`src/rtl/div_pkg.sv`:
```
// Shared types and helpers for the iterative divider.
// Contents: FSM state enum, divide-by-zero quotient constant, and the
// BITS_PER_CYCLE legality check used at elaboration.
package div_pkg;

  localparam int unsigned MAX_WIDTH = 64;

  typedef enum logic [1:0] {
    ST_IDLE = 2'd0,
    ST_CALC = 2'd1,
    ST_FIX  = 2'd2,
    ST_DONE = 2'd3
  } div_state_e;

  // All-ones quotient reported on a zero divisor, sized down by the caller.
  function automatic logic [MAX_WIDTH-1:0] div0_quot(input int unsigned width);
    logic [MAX_WIDTH-1:0] v;
    v = '0;
    for (int unsigned i = 0; i < MAX_WIDTH; i++) begin
      if (i < width) v[i] = 1'b1;
    end
    return v;
  endfunction

  // Only 1, 2 or 4 bits per cycle, and the width must split evenly.
  function automatic bit bpc_legal(input int unsigned width, input int unsigned bpc);
    return ((bpc == 1) || (bpc == 2) || (bpc == 4)) && (width % bpc == 0)
           && (width <= MAX_WIDTH) && (width >= 2);
  endfunction

endpackage

```
`src/rtl/div_iter_if.sv`:
```
// Request/result bundle between the EX stage and the divider.
// Requester side (master): start_i, signed_i, dividend_i, divisor_i,
//   cancel_i, ack_i out; busy_o, done_o, div_zero_o, quotient_o,
//   remainder_o in.  Divider side (slave) is the mirror image.
interface div_iter_if #(
  parameter int unsigned WIDTH = 32
);
  logic             start_i;
  logic             signed_i;
  logic [WIDTH-1:0] dividend_i;
  logic [WIDTH-1:0] divisor_i;
  logic             cancel_i;
  logic             ack_i;
  logic             busy_o;
  logic             done_o;
  logic             div_zero_o;
  logic [WIDTH-1:0] quotient_o;
  logic [WIDTH-1:0] remainder_o;

  modport master (
    output start_i, signed_i, dividend_i, divisor_i, cancel_i, ack_i,
    input  busy_o, done_o, div_zero_o, quotient_o, remainder_o
  );

  modport slave (
    input  start_i, signed_i, dividend_i, divisor_i, cancel_i, ack_i,
    output busy_o, done_o, div_zero_o, quotient_o, remainder_o
  );
endinterface

```
`src/rtl/div_step.sv`:
```
// One combinational restoring-division step.
// Ports: i_rem   partial remainder (always < i_divisor)
//        i_quo   shift register: unconsumed dividend bits high, quotient low
//        i_divisor divisor magnitude
//        o_rem/o_quo updated remainder and shift register
module div_step #(
  parameter int unsigned WIDTH = 32
) (
  input  logic [WIDTH-1:0] i_rem,
  input  logic [WIDTH-1:0] i_quo,
  input  logic [WIDTH-1:0] i_divisor,
  output logic [WIDTH-1:0] o_rem,
  output logic [WIDTH-1:0] o_quo
);

  logic [WIDTH:0] w_shift;
  logic [WIDTH:0] w_diff;
  logic           w_ge;

  // Bring down the next dividend bit.
  assign w_shift = {i_rem, i_quo[WIDTH-1]};
  // Since i_rem < divisor, w_shift < 2*divisor, so bit WIDTH of the
  // WIDTH+1-bit difference is a reliable borrow/sign indicator.
  assign w_diff  = w_shift - {1'b0, i_divisor};
  assign w_ge    = ~w_diff[WIDTH];

  assign o_rem = w_ge ? w_diff[WIDTH-1:0] : w_shift[WIDTH-1:0];
  assign o_quo = {i_quo[WIDTH-2:0], w_ge};

endmodule

```
`src/rtl/div_iter.sv`:
```
// Multi-cycle restoring divider for DIV/DIVU (MIPS semantics: quotient
// truncates toward zero, remainder carries the dividend's sign).
// Ports: clk, rst (synchronous, active-high); bus (div_iter_if.slave)
//   carrying start/operands/cancel/ack in and busy/done/div_zero/
//   quotient/remainder out.  Result is held until ack (or cancel) in DONE.
module div_iter
  import div_pkg::*;
#(
  parameter int unsigned WIDTH          = 32,
  parameter int unsigned BITS_PER_CYCLE = 1
) (
  input  logic       clk,
  input  logic       rst,
  div_iter_if.slave  bus
);

  localparam int unsigned N     = WIDTH / BITS_PER_CYCLE;
  localparam int unsigned CNT_W = (N > 1) ? $clog2(N) : 1;

  if (!bpc_legal(WIDTH, BITS_PER_CYCLE)) begin : g_bad_bpc
    $error("div_iter: illegal BITS_PER_CYCLE for this WIDTH");
  end

  div_state_e       r_state;
  logic [CNT_W-1:0] r_cnt;
  logic [WIDTH-1:0] r_rem;
  logic [WIDTH-1:0] r_quo;
  logic [WIDTH-1:0] r_dvs;
  logic             r_signed;
  logic             r_sign_a;
  logic             r_sign_b;
  logic             r_busy;
  logic             r_done;
  logic             r_div_zero;
  logic [WIDTH-1:0] r_quot_out;
  logic [WIDTH-1:0] r_rem_out;

  logic [WIDTH-1:0] w_dvd_mag;
  logic [WIDTH-1:0] w_dvs_mag;
  logic             w_neg_a;
  logic             w_neg_b;
  logic [WIDTH-1:0] w_rem [BITS_PER_CYCLE+1];
  logic [WIDTH-1:0] w_quo [BITS_PER_CYCLE+1];

  // Operand magnitudes at the start cycle.
  assign w_neg_a   = bus.signed_i & bus.dividend_i[WIDTH-1];
  assign w_neg_b   = bus.signed_i & bus.divisor_i[WIDTH-1];
  assign w_dvd_mag = w_neg_a ? (WIDTH'(0) - bus.dividend_i) : bus.dividend_i;
  assign w_dvs_mag = w_neg_b ? (WIDTH'(0) - bus.divisor_i)  : bus.divisor_i;

  // Chain of restoring steps evaluated each CALC cycle.
  assign w_rem[0] = r_rem;
  assign w_quo[0] = r_quo;

  for (genvar g = 0; g < BITS_PER_CYCLE; g++) begin : g_step
    div_step #(.WIDTH(WIDTH)) u_step (
      .i_rem     (w_rem[g]),
      .i_quo     (w_quo[g]),
      .i_divisor (r_dvs),
      .o_rem     (w_rem[g+1]),
      .o_quo     (w_quo[g+1])
    );
  end

  // Control FSM with registered outputs.
  always_ff @(posedge clk) begin
    if (rst) begin
      r_state    <= ST_IDLE;
      r_cnt      <= '0;
      r_rem      <= '0;
      r_quo      <= '0;
      r_dvs      <= '0;
      r_signed   <= 1'b0;
      r_sign_a   <= 1'b0;
      r_sign_b   <= 1'b0;
      r_busy     <= 1'b0;
      r_done     <= 1'b0;
      r_div_zero <= 1'b0;
      r_quot_out <= '0;
      r_rem_out  <= '0;
    end else begin
      case (r_state)
        ST_IDLE: begin
          r_busy <= 1'b0;
          if (bus.start_i && !bus.cancel_i) begin
            if (bus.divisor_i == '0) begin
              r_quot_out <= WIDTH'(div0_quot(WIDTH));
              r_rem_out  <= bus.dividend_i;
              r_div_zero <= 1'b1;
              r_state    <= ST_DONE;
            end else begin
              r_quo      <= w_dvd_mag;
              r_rem      <= '0;
              r_dvs      <= w_dvs_mag;
              r_signed   <= bus.signed_i;
              r_sign_a   <= bus.dividend_i[WIDTH-1];
              r_sign_b   <= bus.divisor_i[WIDTH-1];
              r_cnt      <= '0;
              r_div_zero <= 1'b0;
              r_state    <= ST_CALC;
            end
          end
        end

        ST_CALC: begin
          if (bus.cancel_i) begin
            r_busy  <= 1'b0;
            r_state <= ST_IDLE;
          end else begin
            r_busy <= 1'b1;
            r_rem  <= w_rem[BITS_PER_CYCLE];
            r_quo  <= w_quo[BITS_PER_CYCLE];
            r_cnt  <= r_cnt + CNT_W'(1);
            if (r_cnt == CNT_W'(N - 1)) r_state <= ST_FIX;
          end
        end

        ST_FIX: begin
          if (bus.cancel_i) begin
            r_busy  <= 1'b0;
            r_state <= ST_IDLE;
          end else begin
            r_busy     <= 1'b1;
            r_quot_out <= (r_signed && (r_sign_a != r_sign_b)) ? (WIDTH'(0) - r_quo) : r_quo;
            r_rem_out  <= (r_signed && r_sign_a) ? (WIDTH'(0) - r_rem) : r_rem;
            r_state    <= ST_DONE;
          end
        end

        ST_DONE: begin
          r_busy <= 1'b0;
          // Handshake only counts once done_o is actually visible.
          if (r_done && (bus.ack_i || bus.cancel_i)) begin
            r_done     <= 1'b0;
            r_div_zero <= 1'b0;
            r_state    <= ST_IDLE;
          end else begin
            r_done <= 1'b1;
          end
        end

        default: r_state <= ST_IDLE;
      endcase
    end
  end

  assign bus.busy_o      = r_busy;
  assign bus.done_o      = r_done;
  assign bus.div_zero_o  = r_div_zero;
  assign bus.quotient_o  = r_quot_out;
  assign bus.remainder_o = r_rem_out;

endmodule

```
`src/flat_wrapper.sv`:
```
// flat-port wrapper written by rule: the top's interface ports become plain ports
module div_iter_flat import div_pkg::*;
#(
  parameter int unsigned WIDTH          = 32,
  parameter int unsigned BITS_PER_CYCLE = 1
)
  (clk, rst, bus_start_i, bus_signed_i, bus_dividend_i, bus_divisor_i, bus_cancel_i, bus_ack_i, bus_busy_o, bus_done_o, bus_div_zero_o, bus_quotient_o, bus_remainder_o);
  div_iter_if #(.WIDTH(WIDTH)) bus_i ();
  input  logic clk;
  input  logic rst;
  input wire logic [$bits(bus_i.start_i)-1:0] bus_start_i;
  input wire logic [$bits(bus_i.signed_i)-1:0] bus_signed_i;
  input wire logic [$bits(bus_i.dividend_i)-1:0] bus_dividend_i;
  input wire logic [$bits(bus_i.divisor_i)-1:0] bus_divisor_i;
  input wire logic [$bits(bus_i.cancel_i)-1:0] bus_cancel_i;
  input wire logic [$bits(bus_i.ack_i)-1:0] bus_ack_i;
  output wire logic [$bits(bus_i.busy_o)-1:0] bus_busy_o;
  output wire logic [$bits(bus_i.done_o)-1:0] bus_done_o;
  output wire logic [$bits(bus_i.div_zero_o)-1:0] bus_div_zero_o;
  output wire logic [$bits(bus_i.quotient_o)-1:0] bus_quotient_o;
  output wire logic [$bits(bus_i.remainder_o)-1:0] bus_remainder_o;
  assign bus_i.start_i = bus_start_i;
  assign bus_i.signed_i = bus_signed_i;
  assign bus_i.dividend_i = bus_dividend_i;
  assign bus_i.divisor_i = bus_divisor_i;
  assign bus_i.cancel_i = bus_cancel_i;
  assign bus_i.ack_i = bus_ack_i;
  assign bus_busy_o = bus_i.busy_o;
  assign bus_done_o = bus_i.done_o;
  assign bus_div_zero_o = bus_i.div_zero_o;
  assign bus_quotient_o = bus_i.quotient_o;
  assign bus_remainder_o = bus_i.remainder_o;
  div_iter #(.WIDTH(WIDTH), .BITS_PER_CYCLE(BITS_PER_CYCLE)) u_core (.clk(clk), .rst(rst), .bus(bus_i));
endmodule
```
`config.mk`:
```
export PLATFORM = sky130hd
export DESIGN_NAME = div_iter_flat
export DESIGN_NICKNAME = d
export VERILOG_FILES = /design/src/rtl/div_pkg.sv /design/src/rtl/div_iter_if.sv /design/src/rtl/div_step.sv /design/src/rtl/div_iter.sv /design/src/flat_wrapper.sv
export SDC_FILE = /design/constraint.sdc
export NUM_CORES = 1
export LEC_CHECK = 0
export BUFFER_PORTS_ARGS = -buffer_cell sky130_fd_sc_hd__buf_4
export CAP_MARGIN = 20
export CELL_PAD_IN_SITES_DETAIL_PLACEMENT = 1
export CELL_PAD_IN_SITES_GLOBAL_PLACEMENT = 2
export CORE_MARGIN = 2
export CORE_UTILIZATION = 36
export CTS_BUF_LIST = sky130_fd_sc_hd__clkbuf_2
export CTS_CLUSTER_DIAMETER = 200
export DETAILED_ROUTE_END_ITERATION = 16
export PLACE_DENSITY_LB_ADDON = 0.1
export SLEW_MARGIN = 30
export SYNTH_ARGS = -nofsm -noshare
export SYNTH_HDL_FRONTEND = slang
export SYNTH_HIERARCHICAL = 1
export SYNTH_SLANG_ARGS = --single-unit
```
`constraint.sdc`:
```
create_clock -name clk -period 4.1 [get_ports clk]
set_clock_uncertainty 0.15 [all_clocks]
set_input_delay 0.82 -clock clk [delete_from_list [all_inputs] [get_ports clk]]
set_output_delay 0.82 -clock clk [all_outputs]
set_load 0.1 [all_outputs]
```
==> metrics.md, run 1 <==
| Metric | Value |
|---|---|
| Status | completed |
| Required @ worst endpoint | 4.64 ns |
| Nets | 1720 |
| Core ar. | 0.0326 mm^2 |
| Yosys reg bits | 173 |
| NetSw | 3.28 mW |
| Post-DRT Antenna Nets | 0 |
| DP HPWL | 31200 um |
| Final setup violation count | 0 |
| Initial drt markers | 504 |
| MaxCap Viol Count | 0 |
| Clock share of power | 13.5% |
| CTS tree | built |
| Switching Fraction | 44.7% |
| Worst relative slew slack | 43.2% |
| Die ar. | 0.0347 mm^2 |
| PwrDens | 541 mW/mm^2 |
| Initial Util | 36.7% |
| Share of cells above drive strength 1 | 17.7% |
| Layout area overhead | 13.3% |
| Leakage dissipation | 5.25 nW |
| Die height | 186 um |
| Main synth FF type | dfxtp_1 |
| Residual DRC | 0 |
| Drt pass-1 iters | 5 |
| Worst skew pair latency | 0.82 ns |
| Row cnt | 66 |
| Warnings from Yosys | 6 |
| CP Capture Type | flip-flop |
| Max Clock Freq | 0.271 GHz |
| Total global-route track usage | 23.3% |
| First-pass GRT wire length | 65000 um |
| Sequential share of the synthesized area | 28.9% |
| Initial antenna violation count | 1 |
| Via-per-instance ratio | 5.51 |
| # IOs | 137 |
| Fin Hold WS | 0.129 ns |
| Pre-CTS setup slack | 0.428 ns |
| Netlist cell types | 92 |
| Most common cell after layout, fill and taps aside | nand2_1 |
| WP buf/inv | 2 |
| Die Span X | 186 um |
| Syn Inst Count | 1532 |
| Crit path DAT | 4.24 ns |
| Post-Syn Nets | 1641 |
| Root Buffer | clkbuf_2 |
| GP Congestion | 0.841 |
| Unrepaired setup endpoints after global routing | false |
| Final WL | 40700 um |
| Clock sinks | 173 |
| Most frequent cells in the layout | nand2_1 (204), buf_4 (181), dfxtp_1 (173) |
| CTS Buf Count | 17 |
| Comb power frac | 59.1% |
| Largest net degree at the start of global routing | 72 |
| Worst-margin pin slew | 0.852 ns |
| Sequential Power Share | 27.4% |
| Final worst slack | 0.407 ns |
| Critical path type | flip-flop to flip-flop |
| Hold crit path type | input port to flip-flop |
| Critical path's largest stage delay | 0.40 ns |
| Int Power | 4.06 mW |
| Post-Syn Area per Cell | 7.81 um^2 |
| Final count of pins violating max slew | 0 |
| Total grt overflow | 0 |
| DR WL/cell | 19.7 um |
| Period utilization | 90.1% |
| Async SR Flop Fraction | 0% |
| Peak VDD IR | 0.483 mV |
| Hold Vio Cnt, Final | 0 |
| Clock Path Buffers | 2 |
| CP max FO | 24 |
| Post-Syn Area | 0.0120 mm^2 |
| H-tree Lvls | 4 |
| Vias in the first global route | 11400 |
| Delay-heaviest family, CP | compound AO/OA/AOI/OAI gates |
| Clk pin slew, worst setup/hold paths | 0.28 ns |
| Via count | 11400 |
| Post-synth EDFFs | 0 |
| Worst-path cell chain | inv_1, ha_1, fa_1, and2b_1, o2111ai_2, a21oi_2, o2111ai_1, a211oi_2, nor2_4, mux2i_4, and2_4, inv_8, mux2_2, nand2_1, a21oi_1 |
| Post-layout min period | 3.69 ns |
| Final Core Density | 41.6% |
| Crit path launch type | flip-flop |
| Slowest stage cell, crit path | fa_1 |
| Fin Setup TNS | 0 ns |
| Port buffer count | 136 |
[power by group through the flow]
stage	clock network [mW]	logic, mW	registers, mW
2_1_floorplan	0	3.55	2.03
6_report	0.993	4.33	2.01
5_1_grt	1.12	4.74	2.04
3_5_place_dp	0	4.32	2.04
3_3_place_gp	0	4.26	2.04
4_1_cts	1.04	4.34	2.01
[metrics by stage]
stage	power, mW	instances	area, um^2
3_3_place_gp	6.30	2030	13300
6_report	7.34	2067	13600
5_1_grt	7.90	2067	13600
4_1_cts	7.40	2065	13500
2_1_floorplan	5.58	1532	12000
3_5_place_dp	6.36	2030	13300
[worst register-to-register path, stage by stage, from the launching register on]
cell       delay (ns)
dfxtp_1          0.39
inv_1            0.05
ha_1             0.22
fa_1             0.40
and2b_1          0.24
o2111ai_2        0.13
a21oi_2          0.21
o2111ai_1        0.20
a211oi_2         0.36
nor2_4           0.11
mux2i_4          0.20
and2_4           0.22
inv_8            0.22
mux2_2           0.37
nand2_1          0.06
a21oi_1          0.06
[sequential cells by signal, indices dropped and copies added, names as in the netlist]
register,count
u_core/bus.busy_o,1
u_core/bus.div_zero_o,1
u_core/bus.done_o,1
u_core/bus.quotient_o,32
u_core/bus.remainder_o,32
u_core/r_cnt,5
u_core/r_dvs,32
u_core/r_quo,32
u_core/r_rem,32
u_core/r_sign_a,1
u_core/r_sign_b,1
u_core/r_signed,1
u_core/r_state,2
[cells in the mapped netlist (13+ instances only)]
master	count	area, um^2
nand2_1	205	769
dfxtp_1	173	3460
a21oi_1	154	771
nor2_1	104	390
o21ai_0	85	425
clkbuf_1	75	282
xnor2_1	69	604
xor2_1	63	552
inv_1	48	180
ha_1	38	475
buf_4	35	263
nand3_1	35	175
nor3_1	35	175
o211ai_1	33	248
a211oi_1	28	210
o31ai_1	27	203
nor4_1	23	144
a211o_1	19	166
mux2_4	19	285
a21o_1	17	128
a31oi_1	17	106
o221a_2	17	191
or3_1	16	100
nand4_1	13	81.3
[final timing paths]
path | start | endpoint | slack [ns] | cells past startpoint
setup / recovery | u_core/r_quo[31] | u_core/r_rem[4] | 0.41 | 15
hold / removal | bus_signed_i | u_core/r_signed | 0.13 | 3
setup reg to reg | u_core/r_quo[31] | u_core/r_rem[4] | 0.41 | 15
hold reg to reg | u_core/bus.remainder_o[14] | u_core/bus.remainder_o[14] | 0.32 | 2
[metal layers]
metal  vias to the layer above  wire [um]  GRT usage [%]
met2                       152      20400           41.4
met5                         -          0              0
met1                      5543      18900           29.9
met4                         0        482           5.05
li1                       5671          -              -
met3                        24        963           3.16
[cells by family (layout without fill, tap and decap cells)]
family	count (synthesis)	after routing	share of synthesized area, %
and+or+nand+nor	506	506	20.1
DFF	173	173	28.9
muxes	28	28	3.28
AOI/OAI and AO/OA	476	476	26.5
other	0	1	0
xor gates and xnor gates	132	132	9.66
buffers and inverters	178	270	7.47
adders and majority gates	39	39	4.14
[cell type report]
class | count | area, um^2
inverter | 50 | 195
multi-input combinational | 1181 | 7640
sequential | 173 | 3460
timing repair buffer | 188 | 1460
tap | 442 | 553
antenna | 1 | 2.50
clock buffer | 17 | 85.1
clock inverter | 15 | 163
fill | 4035 | 19100
[what timing repair did]
action | CTS | global route
hold endpoints to repair | 4 | 1
setup buffers | 0 | 0
hold buffers | 3 | 1
gates resized for setup | 0 | 0
Power figures use the tool's default switching activity.
==> inputs of run 2 (changes only) <==
--- a/config.mk
+++ b/config.mk
@@ -9,6 +9,7 @@
 export CAP_MARGIN = 20
 export CELL_PAD_IN_SITES_DETAIL_PLACEMENT = 1
 export CELL_PAD_IN_SITES_GLOBAL_PLACEMENT = 2
+export CORE_ASPECT_RATIO = 0.6
 export CORE_MARGIN = 2
 export CORE_UTILIZATION = 36
 export CTS_BUF_LIST = sky130_fd_sc_hd__clkbuf_2
==> constraint.sdc (replaced) <==
create_clock -name clk -period 4.1 [get_ports clk]
set_clock_uncertainty 0.15 [all_clocks]
set_input_delay 1.23 -clock clk [delete_from_list [all_inputs] [get_ports clk]]
set_output_delay 1.23 -clock clk [all_outputs]
set_load 0.1 [all_outputs]
==> metrics.md, run 2 (same netlist as run 1, synthesis figures left out) <==
| Metric | Value |
|---|---|
| Root Buffer | clkbuf_2 |
| Initial antenna violation count | 2 (+1) |
| Via-per-instance ratio | 5.63 (+2.1%) |
| Switching Fraction | 45.6% (+0.91 points) |
| CTS Buf Count | 17 (unchanged) |
| Final WL | 43900 um (+7.8%) |
| Post-CTS Hold Fix Bufs | 0 (-3) |
| Nets | 1719 (-0.058%) |
| CTS tree | built |
| Critical path type | flip-flop to flip-flop |
| Unrepaired setup endpoints after global routing | false |
| Port buffer count | 136 (unchanged) |
| Sequential Power Share | 26.4% (-1.0 points) |
| Comb power frac | 60.7% (+1.6 points) |
| Hold path depth | 2 (-1) |
| NetSw | 3.50 mW (+6.6%) |
| DR WL/cell | 21.2 um (+7.5%) |
| Core ar. | 0.0326 mm^2 (about the same) |
| Final total power | 7.67 mW (+4.4%) |
| Drt pass-1 iters | 5 (unchanged) |
| Final worst slack | 0.284 ns (-0.123 ns) |
| Post-layout min period | 3.82 ns (+0.123 ns) |
| Worst R2R Path Depth | 14 (-1) |
| Hold Vio Cnt, Final | 0 (unchanged) |
| Initial drt markers | 818 (+62%) |
| Most common cell after layout, fill and taps aside | nand2_1 |
| Crit path launch type | flip-flop |
| Max Clock Freq | 0.262 GHz (-3.2%) |
| Via count | 11700 (+2.5%) |
| Crit path DAT | 4.50 ns (+0.26 ns) |
| # IOs | 137 (unchanged) |
| Required @ worst endpoint | 4.78 ns (+0.14 ns) |
| Buffers inserted by post-CTS timing repair | 0 (unchanged) |
| Hold crit path type | flip-flop to flip-flop |
| Worst skew pair latency | 0.86 ns (+0.04 ns) |
| Die height | 145 um (-22%) |
| Worst relative slew slack | 40.5% (-2.7 points) |
| Vias in the first global route | 11300 (-0.40%) |
| Clock sinks | 173 (unchanged) |
| Final setup violation count | 0 (unchanged) |
| PwrDens | 566 mW/mm^2 (+4.5%) |
| Period utilization | 93.1% (+3.0 points) |
| Final Core Density | 41.6% (about the same) |
| Status | completed |
| Leakage dissipation | 5.24 nW (-0.13%) |
| R2R setup slack | 0.28 ns (-0.12 ns) |
| Row cnt | 51 (-23%) |
| DP HPWL | 33200 um (+6.4%) |
| First-pass GRT wire length | 68300 um (+5.1%) |
| Die ar. | 0.0348 mm^2 (+0.14%) |
| Layout area overhead | 13.2% (about the same) |
| Total grt overflow | 0 (unchanged) |
| Clock share of power | 12.8% (-0.7 points) |
| Share of cells above drive strength 1 | 17.8% (+0.073 points) |
| MaxCap Viol Count | 0 (unchanged) |
| CP Capture Type | flip-flop |
| Largest net degree at the start of global routing | 73 (+1.4%) |
| CP max FO | 4 (-83%) |
| Initial Util | 36.7% (about the same) |
| Worst-margin pin slew | 0.892 ns (+0.0400 ns) |
| Pre-CTS setup slack | -0.249 ns (-0.677 ns) |
| Peak VDD IR | 0.511 mV (+5.9%) |
| Total global-route track usage | 25.3% (+2.0 points) |
| GP Congestion | 0.839 (-0.26%) |
| Int Power | 4.17 mW (+2.7%) |
| H-tree Lvls | 4 (unchanged) |
| Residual DRC | 0 (unchanged) |
| Clk pin slew, worst setup/hold paths | 0.29 ns (about the same) |
| Most frequent cells in the layout | nand2_1 (204), buf_4 (182), dfxtp_1 (173) |
| Clock Path Buffers | 2 (unchanged) |
| Final count of pins violating max slew | 0 (unchanged) |
| Die Span X | 239 um (+28%) |
| Post-DRT Antenna Nets | 0 (unchanged) |
| Post-cts sizing count | 0 (unchanged) |
run 2: stage by stage:
stage | cell area [um^2] | std cells | TNS (ns) | hold slack (ns)
finish | 13600 | 2074 | 0 | 0.326
global route | 13600 | 2074 | 0 | 0.353
CTS | 13600 | 2073 | 0 | 0.323
detailed placement | 13300 | 2041 | -0.249 | 0.298
global placement | 13300 | 2041 | -0.328 | 0.293
floorplan | 12000 | 1532 | 0 | 0.290
run 2: power groups by stage:
stage	sequential [mW]	combinational [mW]	clock [mW]
detailed placement	2.06	4.57	0
floorplan	2.03	3.55	0
finish	2.03	4.66	0.984
global placement	2.05	4.51	0
global route	2.05	5.02	1.08
CTS	2.03	4.60	1.02
run 2: path summary, 6_finish.rpt:
kind,startpoint,to
setup / recovery,u_core/r_dvs[1],u_core/r_rem[29]
hold / removal,u_core/bus.remainder_o[10],u_core/bus.remainder_o[10]
setup reg to reg,u_core/r_dvs[1],u_core/r_rem[29]
hold reg to reg,u_core/bus.remainder_o[10],u_core/bus.remainder_o[10]
run 2: worst max-delay path, stage by stage (launching register included):
cell       delay [ns]
dfxtp_1          0.54
buf_4            0.20
inv_1            0.06
ha_1             0.26
nor2b_1          0.15
o2111ai_1        0.26
a31oi_1          0.17
o2111ai_1        0.43
a21oi_1          0.27
o31ai_1          0.26
or2b_2           0.35
a41o_1           0.26
o2bb2ai_1        0.23
nand2_1          0.09
a21oi_1          0.12
run 2: per-layer routing:
layer | share of wire, % | GRT usage [%] | vias up
met2 | 39 | 33.9 | 249
met3 | 4.7 | 3.58 | 25
met5 | 0 | 0 | -
li1 | - | - | 5690
met4 | 0.91 | 4.56 | 0
met1 | 55 | 41.6 | 5708
run 2: area by class of cell:
class	instances	area, um^2
fill	3975	19100
multi-input combinational	1181	7630
sequential	173	3460
timing repair buffer	187	1470
tap	450	563
inverter	50	195
clock inverter	15	148
clock buffer	17	85.1
antenna	1	2.50
